**src/rtl/mem_lsu.sv**
```systemverilog
// rtl/mem_lsu.sv - MEM-stage load/store unit: word-only memory handshake, RMW sub-word stores, load extension
module mem_lsu #(
    parameter int          TIMEOUT   = 16,
    parameter logic [31:0] MMIO_BASE = 32'h10000000
) (
    input  logic        clk,
    input  logic        rst,
    input  logic        req_valid,
    output logic        req_ready,
    input  logic        req_we,
    input  logic [2:0]  req_funct3,
    input  logic [31:0] req_addr,
    input  logic [31:0] req_wdata,
    output logic        resp_valid,
    output logic [31:0] resp_rdata,
    output logic        err,
    output logic [31:0] mem_addr,
    output logic [31:0] mem_wdata,
    output logic        mem_read,
    output logic        mem_write,
    input  logic [31:0] mem_rdata,
    input  logic        mem_ready
);
    localparam int CW = $clog2(TIMEOUT + 1);

    typedef enum logic [2:0] {S_IDLE, S_RD_REQ, S_RD_WAIT, S_WR_REQ, S_WR_WAIT, S_DONE} state_t;

    state_t        r_state;
    logic          r_we;
    logic [2:0]    r_f3;
    logic [1:0]    r_lane;
    logic [15:0]   r_wdata;
    logic          r_seen_busy;
    logic [CW-1:0] r_cnt;

    logic          w_bad;
    logic          w_mmio;
    logic          w_sub;
    logic [7:0]    w_byte;
    logic [15:0]   w_half;
    logic [31:0]   w_load;
    logic [31:0]   w_merge;
    logic [31:0]   w_direct;
    logic          w_done;
    logic          w_expired;

    assign req_ready = (r_state == S_IDLE);

    always_comb begin
        w_bad = 1'b0;
        case (req_funct3)
            3'd0:    w_bad = 1'b0;
            3'd1:    w_bad = req_addr[0];
            3'd2:    w_bad = (req_addr[1:0] != 2'b00);
            3'd4,
            3'd5:    w_bad = req_we;
            default: w_bad = 1'b1;
        endcase
    end

    assign w_mmio = ({req_addr[31:2], 2'b00} == MMIO_BASE);
    assign w_sub  = (req_funct3[1:0] != 2'b10);
    // MMIO sub-word stores bypass RMW and go out zero-extended
    assign w_direct = !w_sub ? req_wdata :
                      (req_funct3[0] ? {16'h0, req_wdata[15:0]} : {24'h0, req_wdata[7:0]});

    assign w_byte    = mem_rdata[{r_lane, 3'b000} +: 8];
    assign w_half    = r_lane[1] ? mem_rdata[31:16] : mem_rdata[15:0];
    assign w_done    = r_seen_busy && mem_ready;
    assign w_expired = (r_cnt == CW'(TIMEOUT - 1));

    always_comb begin
        w_load = mem_rdata;
        case (r_f3)
            3'd0:    w_load = {{24{w_byte[7]}}, w_byte};
            3'd1:    w_load = {{16{w_half[15]}}, w_half};
            3'd4:    w_load = {24'h0, w_byte};
            3'd5:    w_load = {16'h0, w_half};
            default: w_load = mem_rdata;
        endcase
    end

    always_comb begin
        w_merge = mem_rdata;
        if (r_f3[0]) begin
            if (r_lane[1]) w_merge[31:16] = r_wdata;
            else           w_merge[15:0]  = r_wdata;
        end else begin
            w_merge[{r_lane, 3'b000} +: 8] = r_wdata[7:0];
        end
    end

    always_ff @(posedge clk) begin
        if (!rst) begin
            r_state     <= S_IDLE;
            r_we        <= 1'b0;
            r_f3        <= 3'd0;
            r_lane      <= 2'd0;
            r_wdata     <= 16'h0;
            r_seen_busy <= 1'b0;
            r_cnt       <= '0;
            resp_valid  <= 1'b0;
            resp_rdata  <= 32'h0;
            err         <= 1'b0;
            mem_addr    <= 32'h0;
            mem_wdata   <= 32'h0;
            mem_read    <= 1'b0;
            mem_write   <= 1'b0;
        end else begin
            mem_read   <= 1'b0;
            mem_write  <= 1'b0;
            resp_valid <= 1'b0;
            err        <= 1'b0;
            case (r_state)
                S_IDLE: begin
                    if (req_valid) begin
                        r_we     <= req_we;
                        r_f3     <= req_funct3;
                        r_lane   <= req_addr[1:0];
                        r_wdata  <= req_wdata[15:0];
                        mem_addr <= {req_addr[31:2], 2'b00};
                        if (w_bad) begin
                            r_state    <= S_DONE;
                            resp_valid <= 1'b1;
                            err        <= 1'b1;
                            resp_rdata <= 32'h0;
                        end else if (!req_we || (w_sub && !w_mmio)) begin
                            r_state  <= S_RD_REQ;
                            mem_read <= 1'b1;
                        end else begin
                            r_state   <= S_WR_REQ;
                            mem_write <= 1'b1;
                            mem_wdata <= w_direct;
                        end
                    end
                end
                S_RD_REQ: begin
                    r_state     <= S_RD_WAIT;
                    r_seen_busy <= 1'b0;
                    r_cnt       <= '0;
                end
                S_RD_WAIT: begin
                    if (!mem_ready) r_seen_busy <= 1'b1;
                    if (w_done) begin
                        if (!r_we) begin
                            r_state    <= S_DONE;
                            resp_valid <= 1'b1;
                            resp_rdata <= w_load;
                        end else begin
                            r_state   <= S_WR_REQ;
                            mem_write <= 1'b1;
                            mem_wdata <= w_merge;
                        end
                    end else if (w_expired) begin
                        r_state    <= S_DONE;
                        resp_valid <= 1'b1;
                        err        <= 1'b1;
                        resp_rdata <= 32'h0;
                    end else begin
                        r_cnt <= r_cnt + 1'b1;
                    end
                end
                S_WR_REQ: begin
                    r_state     <= S_WR_WAIT;
                    r_seen_busy <= 1'b0;
                    r_cnt       <= '0;
                end
                S_WR_WAIT: begin
                    if (!mem_ready) r_seen_busy <= 1'b1;
                    if (w_done || w_expired) begin
                        r_state    <= S_DONE;
                        resp_valid <= 1'b1;
                        err        <= !w_done;
                        resp_rdata <= 32'h0;
                    end else begin
                        r_cnt <= r_cnt + 1'b1;
                    end
                end
                default: r_state <= S_IDLE;
            endcase
        end
    end
endmodule
```
**config.mk**
```make
export PLATFORM = sky130hd
export DESIGN_NAME = mem_lsu
export DESIGN_NICKNAME = d
export VERILOG_FILES = /design/src/rtl/mem_lsu.sv
export SDC_FILE = /design/constraint.sdc
export NUM_CORES = 1
export LEC_CHECK = 0
export ABC_AREA = 1
export CORE_ASPECT_RATIO = 0.6
export CORE_MARGIN = 2
export CORE_UTILIZATION = 25
export CTS_CLUSTER_DIAMETER = 60
export DETAILED_ROUTE_END_ITERATION = 8
export GPL_TIMING_DRIVEN = 1
export HOLD_SLACK_MARGIN = 0.03
export PLACE_DENSITY = 0.53
export SLEW_MARGIN = 0
export SYNTH_ARGS = -nofsm -noshare
export SYNTH_HDL_FRONTEND = slang
export SYNTH_SLANG_ARGS = --single-unit
```
**constraint.sdc**
```tcl
create_clock -name clk -period 3.8 [get_ports clk]
set_input_delay 0.57 -clock clk [delete_from_list [all_inputs] [get_ports clk]]
set_output_delay 0.57 -clock clk [all_outputs]
set_load 0.01 [all_outputs]
```
==> results of run 1 <==
## cell usage after synthesis
cell type | count | area, µm²
nand2_1 | 214 | 803
nor2_1 | 87 | 327
nand2_4 | 3 | 33.8
conb_1 | 1 | 3.75
clkbuf_1 | 39 | 146
nor4_1 | 1 | 6.26
o21ai_2 | 3 | 26.3
nand3_1 | 81 | 405
inv_4 | 1 | 6.26
a32oi_1 | 1 | 8.76
a2bb2oi_1 | 1 | 8.76
o22ai_1 | 18 | 113
clkinv_1 | 1 | 3.75
nand3_2 | 20 | 200
nand2_2 | 2 | 12.5
ha_1 | 7 | 87.6
o31ai_1 | 6 | 45.0
nand4_4 | 1 | 21.3
nand4_1 | 9 | 56.3
and2_0 | 1 | 6.26
and3_1 | 1 | 6.26
inv_2 | 12 | 45.0
nor2_2 | 2 | 12.5
dfxtp_1 | 129 | 2580
nor2_4 | 3 | 33.8
a21oi_1 | 190 | 951
buf_2 | 22 | 110
o221ai_1 | 4 | 35.0
a22oi_1 | 1 | 7.51
o211ai_1 | 13 | 97.6
buf_1 | 4 | 15.0
a211oi_1 | 1 | 7.51
a211oi_2 | 1 | 12.5
o21ai_0 | 79 | 395
buf_4 | 8 | 60.1
o21ai_1 | 25 | 125
nor3_1 | 8 | 40.0
or2_2 | 1 | 6.26
buf_6 | 7 | 78.8
inv_1 | 98 | 368
a21oi_2 | 1 | 8.76
## routing by layer
layer | GRT usage [%] | wire length, µm | vias up
met2 | 26.9 | 12100 | 299
met4 | 5.00 | 376 | 2
li1 | - | - | 4021
met5 | 0 | 13 | -
met3 | 5.86 | 2570 | 24
met1 | 28.3 | 14600 | 3676
## area by class of cell
class	instances	area share (%)
Antenna cell	2	0.0496
Clock buffer	22	4.70
Clock inverter	8	1.03
Inverter	112	4.19
Multi-Input combinational cell	787	38.7
Sequential cell	129	25.6
Tap cell	375	4.65
Timing Repair Buffer	215	21.1
## sequential cells by signal, indices dropped and copies added (netlist names), 2 cells and up
signal and flops:
resp_rdata 32, r_f3 3, mem_addr 30, mem_wdata 32
r_wdata 16, r_cnt 5, r_lane 2, r_state 3
## critical path, stage by stage, from the launching register on
cell      delay (ns)
dfxtp_1         0.33
clkinv_1        0.49
ha_1            0.58
nand3_1         0.33
o21ai_0         0.17
a32oi_1         0.48
nand3_1         0.17
nand2_1         0.09
nor2_1          0.05
## where the power goes
part	switching (mW)	leakage, nW	internal [mW]	total (mW)
registers	0.178	1.05	1.60	1.78
logic	1.59	2.81	0.863	2.46
clock network	0.646	0.283	1.01	1.66
total	2.42	4.14	3.48	5.89
## kinds of logic (layout without fill, tap and decap cells)
family                     count (synthesis)  in the layout
AOI/OAI and AO/OA                        344            344
DFF                                      129            129
and+or+nand+nor                          434            434
adders and majority gates                  7              7
other                                      1              4
buffers and inverters                    192            357
## how the worst max path moves through the flow
stage                   start       endpoint  slack [ns]  cells past startpoint
detailed placement  mem_ready  mem_wdata[18]        0.82                      9
global placement    mem_ready  mem_wdata[30]        0.86                     10
global route        r_lane[1]  mem_wdata[15]        0.69                      9
finish              r_lane[1]  mem_wdata[16]         1.0                      8
floorplan           r_lane[1]   mem_wdata[5]        1.77                     12
CTS                 r_lane[1]  mem_wdata[15]        1.09                      9
## through the flow
stage | utilization, % | instance area [µm²] | hold WS [ns] | std cells | worst slack [ns]
after floorplan | - | 7320 | 0.456 | 1108 | 1.77
after global routing | 35.1 | 10100 | 0.475 | 1649 | 0.694
after CTS | 35.1 | 10100 | 0.467 | 1648 | 1.09
final | 35.1 | 10100 | 0.467 | 1650 | 0.998
after detailed placement | 33.1 | 9510 | 0.458 | 1618 | 0.819
after global placement | 33.1 | 9510 | 0.454 | 1618 | 0.864
==> impl_metrics.csv, run 1 <==
group,metric,value,unit
grt,grt-ovfl-total,0,
sta,fmax,0.357,GHz
yosys,syn_inst,1107,
placement,dp_hpwl,22200,µm
clocking,post-cts-setup-buffer-count,0,
clocking,clk_latency,0.44,ns
hold_path,min-delay-start,"mem_addr[19]",
floorplan,die_width,225,µm
critical_path,critPathCaptureType,"flop",
floorplan,core-area,28800,µm²
hold_path,min_path_cells,2,
critical_path,setup.worst_path.class,"flop to flop",
yosys,synth_area_per_cell,6.61,µm²
critical_path,critPathArrivalTime,3.13,ns
grt,grt_max_degree,62,
clocking,path_clk_slew,0.06,ns
route,drtIter0Drc,884,
yosys,synth.distinct_cells,41,
grt,grt_pass1_vias,7341,
placement,io_buffers,202,
yosys,syn-cell-area,7320,µm²
grt,antenna_found_initial,3,
yosys,yosys.area_share.xor_xnor,0,%
sta,fin_setup_tns,0,ns
hold_path,holdCritPathClass,"flop to flop",
yosys,synth_compound_area_share,25.2,%
grt,track_usage,19.3,%
clocking,cts_tree,"done",
pwr,vdd_ir_drop_max,308,µV
finish,fillerInstances,3053,
sta,max_slew_margin,33.1,%
grt,grt_pass1_wl,44200,µm
floorplan,start_util,25.4,%
outcome,status,"complete, no violations",
finish,final_cell_mix,"214 x nand2_1, 201 x clkdlybuf4s50_1, 190 x a21oi_1",
floorplan,pin_count,205,
yosys,synthMuxAreaShare,0,%
yosys,synthAdderAreaFrac,1.20,%
clocking,cts-buffers-inserted,17,
yosys,yosysWarnings,0,
finish,seqCellArea,2580,µm²
route,drt_first_pass_iters,5,
clocking,cts_resized,0,
sta,worstMarginPinSlew,1.00,ns
route,wl_per_cell,18.0,µm
sta,setup_violations,0,
clocking,clockBufferDepth,2,
yosys,synth_top_family_by_area,"simple AND/OR/NAND/NOR gates",
floorplan,dieArea,30700,µm²
yosys,synthSimpleGateAreaFrac,26.9,%
sta,hold_viol,0,
finish,drive_above_1_share,7.23,%
sta,period_needed,2.80,ns
route,via_per_inst,4.86,
run,cap_violations,0,
floorplan,die_h,137,µm
route,vias,8022,
clocking,clock_sinks,129,
route,drc_errors,0,
placement,gp_congestion,0.901,
clocking,h-tree-depth,4,
critical_path,start_kind,"flop",
finish,multi_input_area,3910,µm²
sta,slew_viol_final,0,
floorplan,num_rows,48,
critical_path,required,4.13,ns
critical_path,worst_r2r_endpoint,"mem_wdata[16]",
clocking,cts_hold_buf,0,
clocking,cts_root_buffer,"clkbuf_16",
yosys,synth_seq_cells,129,
hold_path,whs_endpoint,"mem_addr[19]",
pwr,total_power,5.89,mW
pwr,power_density,584,nW/µm²
finish,final_common_cell,"nand2_1",
pwr,power.leakage,4.14,nW
sta,post-route-period-util,73.7,%
yosys,synth_seq_area_share,35.3,%
route,drt-total-wl,29700,µm
critical_path,reg2regPathDepth,8,
critical_path,worstPathMaxFanout,19,
route,ant_nets,0,
sta,rsz0062_at_grt,"no",
critical_path,regToRegSetupSlack,1.0,ns
critical_path,timing.rr.start,"r_lane[1]",
finish,nets,1373,
finish,syn_to_final_growth,37.9,%
sta,skew,0.0113,ns
Note: power is estimated with default switching activity, not from simulation.
==> run 2: changes to the inputs <==
PLACE_DENSITY = 0.55   (was 0.53)
clock period = 2.3 ns   (was 3.8 ns; I/O delays follow)
==> run 2 against run 1 <==
Effect of this change:
- critical path depth increased by 1
- critical path type unchanged
- sequential share of layout area decreased by 0.80 points
- first-iteration DRC count is 3.6% higher
- critical endpoint is now mem_wdata[31]
==> impl_metrics.csv, run 2 (synthesis gave the netlist of run 1 again) <==
group,metric,value,unit
outcome,status,"complete, no violations",
critical_path,cpLargestDelayFamily,"compound AO/OA/AOI/OAI gates",
clocking,h-tree-depth,4,
critical_path,critPathArrivalTime,2.58,ns
pwr,seqPwrFrac,29.0,%
critical_path,regToRegSetupSlack,0.10,ns
grt,grt_pass1_wl,45100,µm
pwr,vdd_ir_drop_max,488,µV
sta,holdWs,0.464,ns
pwr,clkPwrFrac,27.7,%
critical_path,start_kind,"flop",
finish,drive_above_1_share,9.72,%
route,ant_nets,0,
sta,period_needed,2.20,ns
sta,setup_violations,0,
route,drt-total-wl,30200,µm
floorplan,num_rows,48,
clocking,cts_hold_buf,0,
pwr,power.leakage,4.32,nW
grt,track_usage,19.6,%
critical_path,critical-path-max-stage-delay,0.40,ns
sta,hold_viol,0,
route,vias,8198,
placement,io_buffers,202,
pwr,power_density,969,nW/µm²
route,via_per_inst,4.87,
clocking,post-cts-setup-buffer-count,0,
sta,fmax,0.455,GHz
sta,slew_viol_final,0,
route,drtIter0Drc,916,
pwr,p_comb_share,43.3,%
run,cap_violations,0,
critical_path,crit_chain,"clkinv_1 -> ha_1 -> inv_1 -> nand2_1 -> o22ai_1 -> a21oi_1 -> o21ai_0 -> a21oi_1 -> nor2_1",
placement,place_area,9820,µm²
floorplan,die_width,225,µm
clocking,clk_latency,0.44,ns
clocking,path_clk_slew,0.07,ns
critical_path,critPathCaptureType,"flop",
finish,reg_top3,"mem_wdata x32, resp_rdata x32, mem_addr x30",
route,wl_per_cell,17.9,µm
finish,final_cell_mix,"214 x nand2_1, 201 x clkdlybuf4s50_1, 190 x a21oi_1",
clocking,cts_tree,"done",
critical_path,setup.worst_path.class,"flop to flop",
sta,rsz0062_at_grt,"yes",
finish,syn_to_final_growth,42.3,%
critical_path,worstPathMaxFanout,8,
floorplan,core-area,28800,µm²
pwr,p_sw,4.27,mW
sta,skew,0.00992,ns
sta,post-route-period-util,95.6,%
clocking,clock_sinks,129,
placement,dp_hpwl,22900,µm
grt,antenna_found_initial,1,
hold_path,holdCritPathClass,"input pin to flop",
floorplan,start_util,25.4,%
critical_path,cp_slowest_cell,"ha_1",
grt,grt_pass1_vias,7549,
critical_path,cp_common_cell,"a21oi_1",
route,drc_errors,0,
clocking,clockBufferDepth,2,
clocking,cts_root_buffer,"clkbuf_16",
placement,dp_slack,-0.00907,ns
placement,gp_congestion,0.907,
floorplan,pin_count,205,
sta,worstMarginPinSlew,0.603,ns
route,drt_first_pass_iters,5,
floorplan,dieArea,30700,µm²
sta,finalWorstSetupSlack,0.101,ns
pwr,p_sw_share,42.3,%
critical_path,required,2.68,ns
clocking,cts-buffers-inserted,17,
clocking,cts_resized,0,
grt,grt-ovfl-total,0,
finish,fillerInstances,3069,
finish,final_common_cell,"nand2_1",
finish,nets,1404,
finish,fin_area,10400,µm²
pwr,cell_internal_pwr,5.82,mW
grt,grt_max_degree,62,
sta,max_slew_margin,59.7,%
critical_path,cp_num_buf_inv,2,
floorplan,die_h,137,µm
## run 2: cell count changes in the layout (fill, tap and decap cells not counted), sizes merged
cell	delta
buf	+31
inv	+8
clkbuf	-5
clkinv	-2
diode	-1
clkinvlp	+2
bufinv	-1
## run 2: per-stage QoR
| step | setup TNS, ns | power [mW] | std cells | util [%] |
|---|---|---|---|---|
| 3_3_place_gp | 0 | 7.27 | 1649 | 34.1 |
| 3_5_place_dp | -0.0269 | 7.26 | 1649 | 34.1 |
| 2_1_floorplan | 0 | 5.50 | 1108 | - |
| 5_1_grt | -0.0129 | 10.7 | 1681 | 36.2 |
| 6_report | 0 | 10.1 | 1682 | 36.2 |
| 4_1_cts | 0 | 10.1 | 1681 | 36.2 |
## run 2: tightest hold or removal path, stage by stage
cell             delay, ns
clkdlybuf4s50_1       0.39
inv_1                 0.06
a21oi_1               0.06
## run 2: path summary, 6_finish.rpt
path                 from            end  cells after the start
max reg2reg     r_lane[1]  mem_wdata[31]                      9
max             r_lane[1]  mem_wdata[31]                      9
min          req_addr[17]   mem_addr[17]                      3
min reg2reg  mem_addr[20]   mem_addr[20]                      2
## run 2: final cells by class
class	instances	area (µm²)	share of cell area (%)
clock inverters	15	166	1.60
diodes	1	2.50	0.0240
inverters	112	423	4.06
well taps	375	469	4.50
flip-flops and latches	129	2580	24.8
repair buffers	246	2430	23.4
clock buffers	17	425	4.08
multi-input cells	787	3910	37.6
## run 2: power groups by stage
stage / clock (mW) / sequential, mW / combinational (mW)
6_report: 2.79 / 2.93 / 4.37
3_5_place_dp: 0 / 2.96 / 4.30
3_3_place_gp: 0 / 2.95 / 4.32
5_1_grt: 2.96 / 2.97 / 4.79
4_1_cts: 2.86 / 2.92 / 4.32
2_1_floorplan: 0 / 3.04 / 2.46
## run 2: per-layer routing
metal | wire [µm] | track usage, % | vias to the layer above
li1 | - | - | 4069
met1 | 14600 | 28.2 | 3807
met2 | 12800 | 28.7 | 301
met3 | 2620 | 6.08 | 21
met4 | 245 | 3.72 | 0
met5 | 0 | 0 | -
